### src/rtl/nx_fifo_rd_prefetch.sv
// Read-side prefetch stage between nx_fifo_ctrl/its RAM and a valid/ready consumer.
// Keeps up to three words buffered so one word per cycle streams out without out_ready reaching fifo_ren.
module nx_fifo_rd_prefetch #(
  parameter int DATA_WIDTH = 32,
  parameter int ADDR_WIDTH = 2
) (
  input  logic                  clk,
  input  logic                  rst,
  input  logic                  fifo_empty,
  input  logic [ADDR_WIDTH-1:0] fifo_rptr,
  output logic                  fifo_ren,
  output logic                  fifo_clear,
  output logic                  ram_rd_en,
  output logic [ADDR_WIDTH-1:0] ram_rd_addr,
  input  logic [DATA_WIDTH-1:0] ram_rd_data,
  input  logic                  flush,
  output logic                  out_valid,
  input  logic                  out_ready,
  output logic [DATA_WIDTH-1:0] out_data,
  output logic [1:0]            buf_count
);

  localparam int DEPTH = 3;

  logic [1:0]            count_reg, count_next;
  logic [1:0]            head_reg, head_next;
  logic [1:0]            tail_reg, tail_next;
  logic                  inflight_reg;
  logic                  discard_reg;
  logic [DATA_WIDTH-1:0] buf_mem [DEPTH];

  logic [2:0]            credit_used;
  logic                  push;
  logic                  pop;

  function automatic logic [1:0] wrap_inc(input logic [1:0] idx);
    return (idx == 2'd2) ? 2'd0 : idx + 2'd1;
  endfunction

  // Credit counts buffered words plus the read still returning, so the
  // buffer can never overflow even if the consumer stalls indefinitely.
  assign credit_used = {1'b0, count_reg} + {2'b00, inflight_reg};
  assign fifo_ren    = !rst && !flush && !fifo_empty && (credit_used < 3'd3);
  assign ram_rd_en   = fifo_ren;
  assign ram_rd_addr = fifo_rptr;
  assign fifo_clear  = flush;

  assign out_valid = (count_reg != 2'd0) && !flush;
  assign out_data  = buf_mem[head_reg];
  assign buf_count = count_reg;

  assign push = inflight_reg && !discard_reg && !flush;
  assign pop  = out_valid && out_ready;

  always_comb begin
    count_next = count_reg;
    head_next  = head_reg;
    tail_next  = tail_reg;
    if (flush) begin
      count_next = 2'd0;
      head_next  = 2'd0;
      tail_next  = 2'd0;
    end else begin
      if (push) tail_next = wrap_inc(tail_reg);
      if (pop)  head_next = wrap_inc(head_reg);
      case ({push, pop})
        2'b10:   count_next = count_reg + 2'd1;
        2'b01:   count_next = count_reg - 2'd1;
        default: count_next = count_reg;
      endcase
    end
  end

  always_ff @(posedge clk) begin
    if (rst) begin
      count_reg    <= 2'd0;
      head_reg     <= 2'd0;
      tail_reg     <= 2'd0;
      inflight_reg <= 1'b0;
      discard_reg  <= 1'b0;
    end else begin
      count_reg    <= count_next;
      head_reg     <= head_next;
      tail_reg     <= tail_next;
      inflight_reg <= fifo_ren;
      discard_reg  <= flush && inflight_reg;
    end
  end

  // Data storage carries no reset; out_data is only meaningful with out_valid.
  always_ff @(posedge clk) begin
    if (push) buf_mem[tail_reg] <= ram_rd_data;
  end

endmodule

### config.mk
export PLATFORM = sky130hd
export DESIGN_NAME = nx_fifo_rd_prefetch
export DESIGN_NICKNAME = d
export VERILOG_FILES = /design/src/rtl/nx_fifo_rd_prefetch.sv
export SDC_FILE = /design/constraint.sdc
export NUM_CORES = 1
export LEC_CHECK = 0
export ABC_AREA = 1
export BUFFER_PORTS_ARGS = -buffer_cell sky130_fd_sc_hd__buf_2
export CORE_ASPECT_RATIO = 1.25
export CORE_MARGIN = 10
export CORE_UTILIZATION = 30
export CTS_CLUSTER_SIZE = 10
export DETAILED_ROUTE_END_ITERATION = 10
export GPL_TIMING_DRIVEN = 0
export PLACE_DENSITY = 0.57
export SETUP_SLACK_MARGIN = 0.05
export SLEW_MARGIN = 20
export SYNTH_ARGS = -nofsm -noshare
export SYNTH_HDL_FRONTEND = slang
export SYNTH_SLANG_ARGS = --single-unit
### constraint.sdc
create_clock -name clk -period 2.6 [get_ports clk]
set_clock_uncertainty 0.2 [all_clocks]
set_input_delay 0.26 -clock clk [delete_from_list [all_inputs] [get_ports clk]]
set_output_delay 0.26 -clock clk [all_outputs]
set_load 0.01 [all_outputs]
==> flow_summary_export.csv, run 1 <==
group,metric,value,unit
status,outcome,"complete, no violations",
synthesis,yosysSeqAreaShare,73.86,%
place,port_buffers,76,
synthesis,synthArstFlopShare,0,%
global_route,antenna_found_initial,0,
critical_path,cp.required,2.14,ns
floorplanning,die_area,19060,um2
floorplanning,rows,48,
finish,nets,477,
clock_network,clkTransAtPathRegs,0.07,ns
synthesis,yosys.cell_count.top_type,"edfxtp_1",
power,p_switching,0.6738,mW
clock_network,numCtsBuffers,9,
critical_path,cp-end-kind,"output port",
critical_path,critical_path_class,"reg2out",
floorplanning,fp.dieW,125.5,um
synthesis,synth_area,4174,um2
power,irDropWorstVdd,0.0002731,V
clock_network,ctsLongestPathBuffers,2,
timing,clock.fmax,433.6,MHz
run,cap_viol_max_count,0,
routing,dr.first_iter.drc_count,68,
routing,drc_errors,0,
finish,antennaDiodeCount,0,
routing,firstDrtPassIters,4,
synthesis,synth_cells,310,
routing,vias_per_cell,4.405,
synthesis,synth_top_cell_by_area,"edfxtp_1",
synthesis,yosysUniqueCellTypes,23,
routing,num_vias,2709,
power,p_leak,2.108,nW
global_route,grt_max_degree,26,
power,power.density,598.0,nW/um2
synthesis,synth_ff_type,"edfxtp_1",
clock_network,cts_sinks,106,
synthesis,ys_warn_count,0,
synthesis,syn_avg_cell_area,13.46,um2
synthesis,synth_seq_cells,106,
finish,multi_input_area,862.1,um2
finish,area_delta_synth_final,31.18,%
finish,post_route_cells_drive_above_1_share,34.55,%
floorplanning,die-height,151.9,um
floorplanning,start_util,30.35,%
critical_path,cp_max_fo,4,
global_route,grt_pass1_wl,15370,um
power,power,3.274,mW
clock_network,htree_num_levels,3,
clock_network,tritoncts,"yes",
clock_network,clockRootBuffer,"clkbuf_16",
routing,drtAntennaViolNets,0,
power,clkPwrFrac,38.5,%
critical_path,r2r_slack,0.78,ns
place,dp.cells,564,
global_route,grt_pass1_vias,2965,
synthesis,synth_top_cell_area_share,69.06,%
routing,wl,9682,um
critical_path,setup.worst_path.start_class,"flip-flop",
routing,wl_per_cell,15.74,um
floorplanning,design.core.area,13750,um2
place,dp_hpwl,6468,um
timing,drv_slew,0,
finish,regMostFlops,"buf_mem",
min_path,hp-class,"in2reg",
timing,setup_violations,0,
timing,final.setup.tns,0,ns
finish,fillers,1307,
power,sequentialPowerShare,57.1,%
clock_network,ctsResizeCount,0,
place,gp_congestion,0.6977,
clock_network,clk_latency,0.35,ns
timing,hold_viol_final,0,
power,comb_power_share,4.4,%
power,internal_power,2.601,mW
timing,min_period,2.306,ns
timing,worst_pin_slew,0.5535,ns
finish,seq_area,3083,um2
timing,max_slew_margin,63.01,%
global_route,grt-ovfl-total,0,
floorplanning,boundaryPins,79,
synthesis,synth_nets,352,
timing,rsz0062_at_grt,"no",
synthesis,synth_common_cells,"edfxtp_1 (96), a21oi_1 (68), nor2_1 (44)",
power,switching_share,20.58,%
finish,finish.utilization,39.81,%
synthesis,synth_edf_count,96,
critical_path,critPathArrivalTime,1.85,ns
global_route,grt_use_total,10.26,%
timing,fin_crit_sh,88.71,%
finish,largest_reg_flops,96,
synthesis,synth_area_leaders,"edfxtp_1 (69%), a21oi_1 (8.2%), dfxtp_1 (4.8%), nand2_2 (4.5%), nor2_1 (4.0%)",
finish,layout.cells.non_filler,615,
cells by family (layout without fill, tap and decap cells):
group | after synthesis | in the layout | synth area share [%]
AOI/OAI and AO/OA | 70 | 70 | 8.483
adders and majority gates | 3 | 3 | 0.8994
buffers and inverters | 33 | 163 | 5.666
DFF | 106 | 106 | 73.86
and+or+nand+nor | 98 | 98 | 11.09
path summary, 6_finish.rpt:
path | startpoint | to | cells past startpoint
worst min-delay path | flush | buf_count[1]$_SDFFE_PP0P_ | 4
worst max-delay path | buf_count[0]$_SDFFE_PP0P_ | ram_rd_en | 6
worst min register to register | tail_reg[0]$_SDFFE_PP0P_ | tail_reg[0]$_SDFFE_PP0P_ | 2
worst max register to register | inflight_reg$_SDFF_PP0_ | buf_mem[2][18]$_DFFE_PP_ | 5
metrics by stage:
step	setup slack, ns	instance area, um2	hold slack [ns]
finish	0.2936	5475	0.08938
global route	0.1495	5475	0.1015
CTS	0.2513	5475	0.06722
detailed placement	0.6491	4848	0.2580
global placement	-1.094	4773	0.2554
floorplan	0.07759	4174	0.1376
routing by layer:
| metal | GRT usage, % | wire (um) | vias up |
|---|---|---|---|
| met5 | 0 | 0 | - |
| met4 | 5.440 | 221 | 0 |
| met3 | 2.297 | 323 | 12 |
| met2 | 17.70 | 5058 | 47 |
| met1 | 11.46 | 4079 | 1308 |
| li1 | - | - | 1342 |
cell type report:
class / count / share of cell area [%]
flip-flops and latches: 106 / 56.31
multi-input cells: 171 / 15.74
repair buffers: 114 / 14.58
clock buffers: 9 / 4.113
well taps: 175 / 3.999
plain buffers: 18 / 3.154
inverters: 15 / 1.165
clock inverters: 7 / 0.9369
cells in the final DEF, fill, tap and decap left out, types with 2 or more instances in the layout:
cell           count
inv_2              4
edfxtp_1          96
buf_2             79
ha_1               3
dfxtp_1           10
clkbuf_16          9
nor3_1             2
nand2_2           30
a21oi_1           68
inv_6              2
clkbuf_4           2
dlygate4sd3_1     35
nor2_1            43
nor3b_1            2
buf_4              8
nand2_1           17
buf_6              2
buf_12             5
inv_1              9
clkinv_4           3
what timing repair did:
item                                   in CTS  in global routing
buffers inserted                            0                  0
endpoints found under the hold margin      99                  0
hold buffers                               35                  0
critical path, cell delays in order (launching register included):
cell	delay, ns
dfxtp_1	0.34
ha_1	0.21
ha_1	0.27
a21oi_1	0.17
nor3b_1	0.25
buf_4	0.15
buf_2	0.12
power groups by stage:
stage               registers (mW)  logic [mW]  clock network [mW]
floorplan                     1.91      0.0389                   0
global placement              1.91      0.0971                   0
detailed placement            1.91       0.105                   0
CTS                           1.87       0.147                1.30
global route                  1.87       0.159                1.38
finish                        1.87       0.144                1.26
Power figures use the tool's default switching activity.
==> run 2: changes to the inputs <==
--- a/config.mk
+++ b/config.mk
@@ -5,12 +5,11 @@
 export SDC_FILE = /design/constraint.sdc
 export NUM_CORES = 1
 export LEC_CHECK = 0
-export ABC_AREA = 1
 export BUFFER_PORTS_ARGS = -buffer_cell sky130_fd_sc_hd__buf_2
 export CORE_ASPECT_RATIO = 1.25
 export CORE_MARGIN = 10
 export CORE_UTILIZATION = 30
-export CTS_CLUSTER_SIZE = 10
+export CTS_CLUSTER_SIZE = 30
 export DETAILED_ROUTE_END_ITERATION = 10
 export GPL_TIMING_DRIVEN = 0
 export PLACE_DENSITY = 0.57
==> flow_summary_export.csv, run 2 <==
group,metric,value,unit
routing,drtAntennaViolNets,0,
critical_path,slowest_stage,"a2111oi_2",
global_route,antenna_found_initial,0,
synthesis,yosysSeqAreaShare,76.90,%
timing,final.setup.tns,0,ns
timing,rsz0062_at_grt,"no",
timing,hold_viol_final,0,
synthesis,syn_avg_cell_area,15.85,um2
routing,wl,8570,um
synthesis,synth_edf_count,96,
global_route,grt_pass1_vias,2617,
clock_network,htree_num_levels,3,
place,post-place-ws,0.3861,ns
min_path,hp-class,"in2reg",
power,clkPwrFrac,41.4,%
timing,drv_slew,0,
synthesis,synth_area_leaders,"edfxtp_1 (72%), mux2i_1 (8.0%), dfxtp_1 (5.0%), o21ai_0 (4.4%), nand2_1 (3.4%)",
floorplanning,fp.dieW,123.4,um
synthesis,synth_ff_type,"edfxtp_1",
finish,finish.utilization,40.86,%
global_route,grt_pass1_wl,13480,um
timing,clock.fmax,422.2,MHz
routing,firstDrtPassIters,4,
critical_path,slowest_delay,0.40,ns
timing,min_period,2.368,ns
critical_path,crit_chain,"ha_1 > ha_1 > a2111oi_2 > buf_4 > buf_2",
timing,max_slew_margin,66.14,%
power,irDropWorstVdd,0.0002609,V
synthesis,synth_seq_cells,106,
critical_path,cp.required,2.14,ns
clock_network,clockRootBuffer,"clkbuf_16",
power,p_switching,0.6383,mW
clock_network,clkTransAtPathRegs,0.07,ns
place,port_buffers,76,
synthesis,yosys.cell_count.top_type,"edfxtp_1",
timing,setup_ws,0.2317,ns
floorplanning,start_util,30.43,%
timing,whs,0.02935,ns
power,comb_power_share,3.9,%
synthesis,yosysUniqueCellTypes,27,
finish,layout_common_cells,"edfxtp_1 (96), buf_2 (78), nand2_1 (36), o21ai_0 (35), dlygate4sd3_1 (35)",
synthesis,synth_area,4009,um2
clock_network,clk_latency,0.34,ns
power,internal_power,2.786,mW
floorplanning,design.core.area,13170,um2
routing,vias_per_cell,4.354,
critical_path,path_buf_inv,2,
critical_path,setup.worst_path.start_class,"flip-flop",
synthesis,synth_nets,295,
timing,fin_crit_sh,91.09,%
clock_network,cts_sinks,106,
critical_path,cp_max_fo,5,
clock_network,post_cts_buffers,0,
routing,wl_per_cell,15.41,um
routing,num_vias,2421,
finish,regMostFlops,"buf_mem",
timing,worst_pin_slew,0.5079,ns
synthesis,ys_warn_count,0,
critical_path,critPathArrivalTime,1.91,ns
floorplanning,die_area,18420,um2
floorplanning,boundaryPins,79,
run,cap_viol_max_count,0,
place,dp_hpwl,5904,um
synthesis,synth_top_cell_by_area,"edfxtp_1",
finish,final_common_cell,"edfxtp_1",
power,sequentialPowerShare,54.6,%
finish,antennaDiodeCount,0,
finish,nets,422,
finish,seq_area,3083,um2
routing,drc_errors,0,
critical_path,critical_path_class,"reg2out",
status,outcome,"complete, no violations",
routing,dr.first_iter.drc_count,91,
global_route,grt_use_total,9.665,%
power,switching_share,18.64,%
place,gp_congestion,0.6679,
finish,largest_reg_flops,96,
clock_network,tritoncts,"yes",
timing,setup_violations,0,
critical_path,crit_path_frequent_cell,"ha_1",
critical_path,crit_family,"adder cells",
synthesis,synth_common_cells,"edfxtp_1 (96), nand2_1 (36), o21ai_0 (35)",
synthesis,synth_cells,253,
power,p_leak,1.858,nW
clock_network,numCtsBuffers,9,
clock_network,ctsLongestPathBuffers,2,
critical_path,cp-end-kind,"output port",
synthesis,synthArstFlopShare,0,%
finish,area_delta_synth_final,34.27,%
synthesis,synth_top_cell_area_share,71.91,%
global_route,grt-ovfl-total,0,
finish,post_route_cells_drive_above_1_share,29.61,%
floorplanning,rows,47,
power,power.density,636.1,nW/um2
finish,multi_input_area,830.8,um2
floorplanning,die-height,149.2,um
global_route,grt_max_degree,18,
finish,fillers,1247,
## run 2: changes by cell type after synthesis, sizes merged, moves of 2 or more
cell / before / now
nor3: 2 / 0
a2111oi: 0 / 2
nand3: 2 / 0
buf: 16 / 12
nor2: 45 / 3
inv: 14 / 4
o21ai: 1 / 35
nand2: 47 / 36
mux2i: 0 / 32
a21oi: 69 / 5
clkbuf: 2 / 4
## run 2: worst paths after layout
| check | cells past startpoint | start | slack (ns) | to |
|---|---|---|---|---|
| worst max-delay path | 5 | buf_count[0]$_SDFFE_PP0P_ | 0.23 | ram_rd_en |
| worst min register to register | 2 | tail_reg[1]$_SDFFE_PP0P_ | 0.28 | tail_reg[1]$_SDFFE_PP0P_ |
| worst min-delay path | 3 | out_ready | 0.03 | head_reg[1]$_SDFFE_PP0P_ |
| worst max register to register | 4 | inflight_reg$_SDFF_PP0_ | 0.44 | buf_mem[2][6]$_DFFE_PP_ |
## run 2: tightest hold or removal path, cell delays in order
cell and delay [ns]:
buf_2 0.11, nand4b_1 0.08, a21oi_1 0.07
## run 2: per-stage QoR
step	area, um2	instances	power [mW]
3_3_place_gp	4614	500	1.998
4_1_cts	5375	556	3.474
3_5_place_dp	4707	505	2.005
2_1_floorplan	4020	253	1.942
6_report	5383	556	3.424
5_1_grt	5383	556	3.568
## run 2: cell families (layout without fill, tap and decap cells)
family	after synthesis	count (layout)	share of synthesized area, %
XOR/XNOR	2	2	0.4370
AO/OA/AOI/OAI	43	43	5.805
adder cells (fa/ha/maj)	3	3	0.9364
AND/OR/NAND/NOR	47	47	5.150
flip-flops	106	106	76.90
buffers and inverters	20	152	2.778
multiplexers	32	32	7.990
## run 2: what timing repair did
action | 4_1_cts | 5_1_grt
setup endpoints to repair | 0 | 15
endpoints found under the hold margin | 98 | 0
resized for setup | 0 | 5
hold buffers | 35 | 0
## run 2: routing by layer
metal | wire (um) | global-route usage (%) | vias up
li1 | - | - | 1195
met1 | 3588 | 11.24 | 1157
met5 | 0 | 0 | -
met2 | 4306 | 15.96 | 61
met4 | 119 | 3.909 | 0
met3 | 556 | 3.220 | 8
## run 2: final cells by class
cell class	instances	share of cell area (%)
buffer	16	1.836
clock buffer	9	4.184
clock inverter	7	1.720
inverter	4	0.2789
multi-input combinational	127	15.43
sequential	106	57.28
tap	171	3.975
timing repair buffer	116	15.30
## run 2: power by group through the flow
stage	Clock, mW	Sequential, mW	Combinational [mW]
global route	1.55	1.87	0.150
CTS	1.47	1.87	0.137
detailed placement	0	1.91	0.0962
finish	1.42	1.87	0.135
floorplan	0	1.91	0.0336
global placement	0	1.91	0.0898
==> run 3: changes to the inputs <==
--- a/config.mk
+++ b/config.mk
@@ -5,14 +5,17 @@
 export SDC_FILE = /design/constraint.sdc
 export NUM_CORES = 1
 export LEC_CHECK = 0
+export ABC_AREA = 1
 export BUFFER_PORTS_ARGS = -buffer_cell sky130_fd_sc_hd__buf_2
+export CELL_PAD_IN_SITES_DETAIL_PLACEMENT = 0
+export CELL_PAD_IN_SITES_GLOBAL_PLACEMENT = 1
 export CORE_ASPECT_RATIO = 1.25
 export CORE_MARGIN = 10
 export CORE_UTILIZATION = 30
 export CTS_CLUSTER_SIZE = 30
 export DETAILED_ROUTE_END_ITERATION = 10
 export GPL_TIMING_DRIVEN = 0
-export PLACE_DENSITY = 0.57
+export PLACE_DENSITY = 0.66
 export SETUP_SLACK_MARGIN = 0.05
 export SLEW_MARGIN = 20
 export SYNTH_ARGS = -nofsm -noshare
==> flow_summary_export.csv, run 3 (synthesis results as in run 1) <==
group,metric,value,unit
finish,regMostFlops,"buf_mem",
finish,finish.utilization,40.05,%
critical_path,startpoint,"buf_count[0]$_SDFFE_PP0P_",
floorplanning,boundaryPins,79,
clock_network,htree_num_levels,3,
finish,post_route_cells_drive_above_1_share,34.40,%
routing,drtAntennaViolNets,0,
status,outcome,"complete, no violations",
finish,largest_reg_flops,96,
timing,clock.fmax,439.5,MHz
critical_path,r2r_slack,0.73,ns
critical_path,critPathArrivalTime,1.82,ns
power,comb_power_share,4.2,%
power,p_leak,2.124,nW
place,dp_hpwl,6352,um
global_route,grt_pass1_wl,14850,um
power,clkPwrFrac,40.8,%
clock_network,tritoncts,"yes",
finish,area_delta_synth_final,31.95,%
clock_network,clockRootBuffer,"clkbuf_16",
finish,final_common_cell,"edfxtp_1",
routing,wl_per_cell,15.15,um
power,power.density,618.3,nW/um2
floorplanning,design.core.area,13750,um2
critical_path,cp.required,2.14,ns
routing,num_vias,2663,
routing,dr.first_iter.drc_count,90,
timing,setup_violations,0,
place,post-place-ws,0.6664,ns
floorplanning,start_util,30.35,%
critical_path,cp_max_fo,4,
global_route,antenna_found_initial,0,
clock_network,clkTransAtPathRegs,0.07,ns
timing,max_slew_margin,59.38,%
place,port_buffers,76,
timing,final.setup.tns,0,ns
global_route,grt_pass1_vias,2918,
power,irDropWorstVdd,0.0002569,V
clock_network,cts_sinks,106,
power,switching_share,18.10,%
routing,drc_errors,0,
timing,rsz0062_at_grt,"no",
place,gp_congestion,0.6969,
finish,final_area,5508,um2
routing,vias_per_cell,4.337,
clock_network,ctsLongestPathBuffers,2,
finish,nets,476,
clock_network,clk_latency,0.33,ns
floorplanning,fp.dieW,125.5,um
timing,worst_pin_slew,0.6079,ns
timing,hold_viol_final,0,
min_path,hp-class,"in2reg",
timing,setup_ws,0.3249,ns
finish,layout_common_cells,"edfxtp_1 (96), buf_2 (79), a21oi_1 (68), nor2_1 (43), dlygate4sd3_1 (34)",
routing,wl,9302,um
floorplanning,die-height,151.9,um
min_path,worstHoldStart,"flush",
finish,antennaDiodeCount,0,
power,p_switching,0.6164,mW
critical_path,worstReg2RegStart,"inflight_reg$_SDFF_PP0_",
global_route,grt-ovfl-total,0,
timing,drv_slew,0,
power,internal_power,2.789,mW
critical_path,critical_path_class,"reg2out",
critical_path,cp-end-kind,"output port",
floorplanning,rows,48,
routing,firstDrtPassIters,4,
critical_path,setup.worst_path.start_class,"flip-flop",
timing,fin_crit_sh,87.50,%
run,cap_viol_max_count,0,
timing,min_period,2.275,ns
clock_network,numCtsBuffers,9,
global_route,grt_use_total,9.718,%
power,sequentialPowerShare,55.0,%
global_route,grt_max_degree,28,
place,placed_area,4856,um2
floorplanning,die_area,19060,um2
==> run 3: final cells by class <==
type	count	area, um2
Buffer	18	172.7
Clock buffer	11	232.7
Clock inverter	5	78.83
Fill cell	1299	8245
Inverter	15	63.81
Multi-Input combinational cell	171	862.1
Sequential cell	106	3083
Tap cell	175	219.0
Timing Repair Buffer	113	795.8
==> run 3: worst paths after layout <==
path / end / depth (start not counted)
worst max-delay path: ram_rd_en / 6
worst min-delay path: discard_reg$_SDFF_PP0_ / 3
worst max register to register: buf_mem[2][12]$_DFFE_PP_ / 5
worst min register to register: discard_reg$_SDFF_PP0_ / 2
==> run 3: metal layers <==
layer	vias to the layer above	track usage [%]	routed length [um]
met1	1262	11.04	4026
li1	1332	-	-
met5	-	0	0
met3	7	2.993	461
met2	62	16.67	4693
met4	0	3.571	121
==> run 3: critical path: stages (launching register included) <==
cell     delay (ns)
dfxtp_1        0.34
ha_1           0.21
ha_1           0.27
a21oi_1        0.16
nor3b_1        0.24
buf_4          0.14
buf_2          0.12
==> run 3: power by group through the flow <==
stage	logic (mW)	clock network (mW)	registers [mW]
2_1_floorplan	0.0389	0	1.91
3_3_place_gp	0.0990	0	1.91
3_5_place_dp	0.106	0	1.91
4_1_cts	0.147	1.44	1.87
5_1_grt	0.158	1.52	1.87
6_report	0.144	1.39	1.87
==> run 3: repair_timing <==
action,4_1_cts,5_1_grt
endpoints found under the hold margin,98,0
hold buffers,34,0
setup buffers,0,0
gates resized for setup,0,0
endpoints found under the setup margin,0,0
==> run 3: per-stage QoR <==
stage	hold WS [ns]	power, mW	std cells
2_1_floorplan	0.1376	1.949	310
6_report	0.02008	3.406	614
5_1_grt	0.01519	3.546	614
3_3_place_gp	0.2568	2.009	561
3_5_place_dp	0.2667	2.015	564
4_1_cts	0.0001018	3.454	614
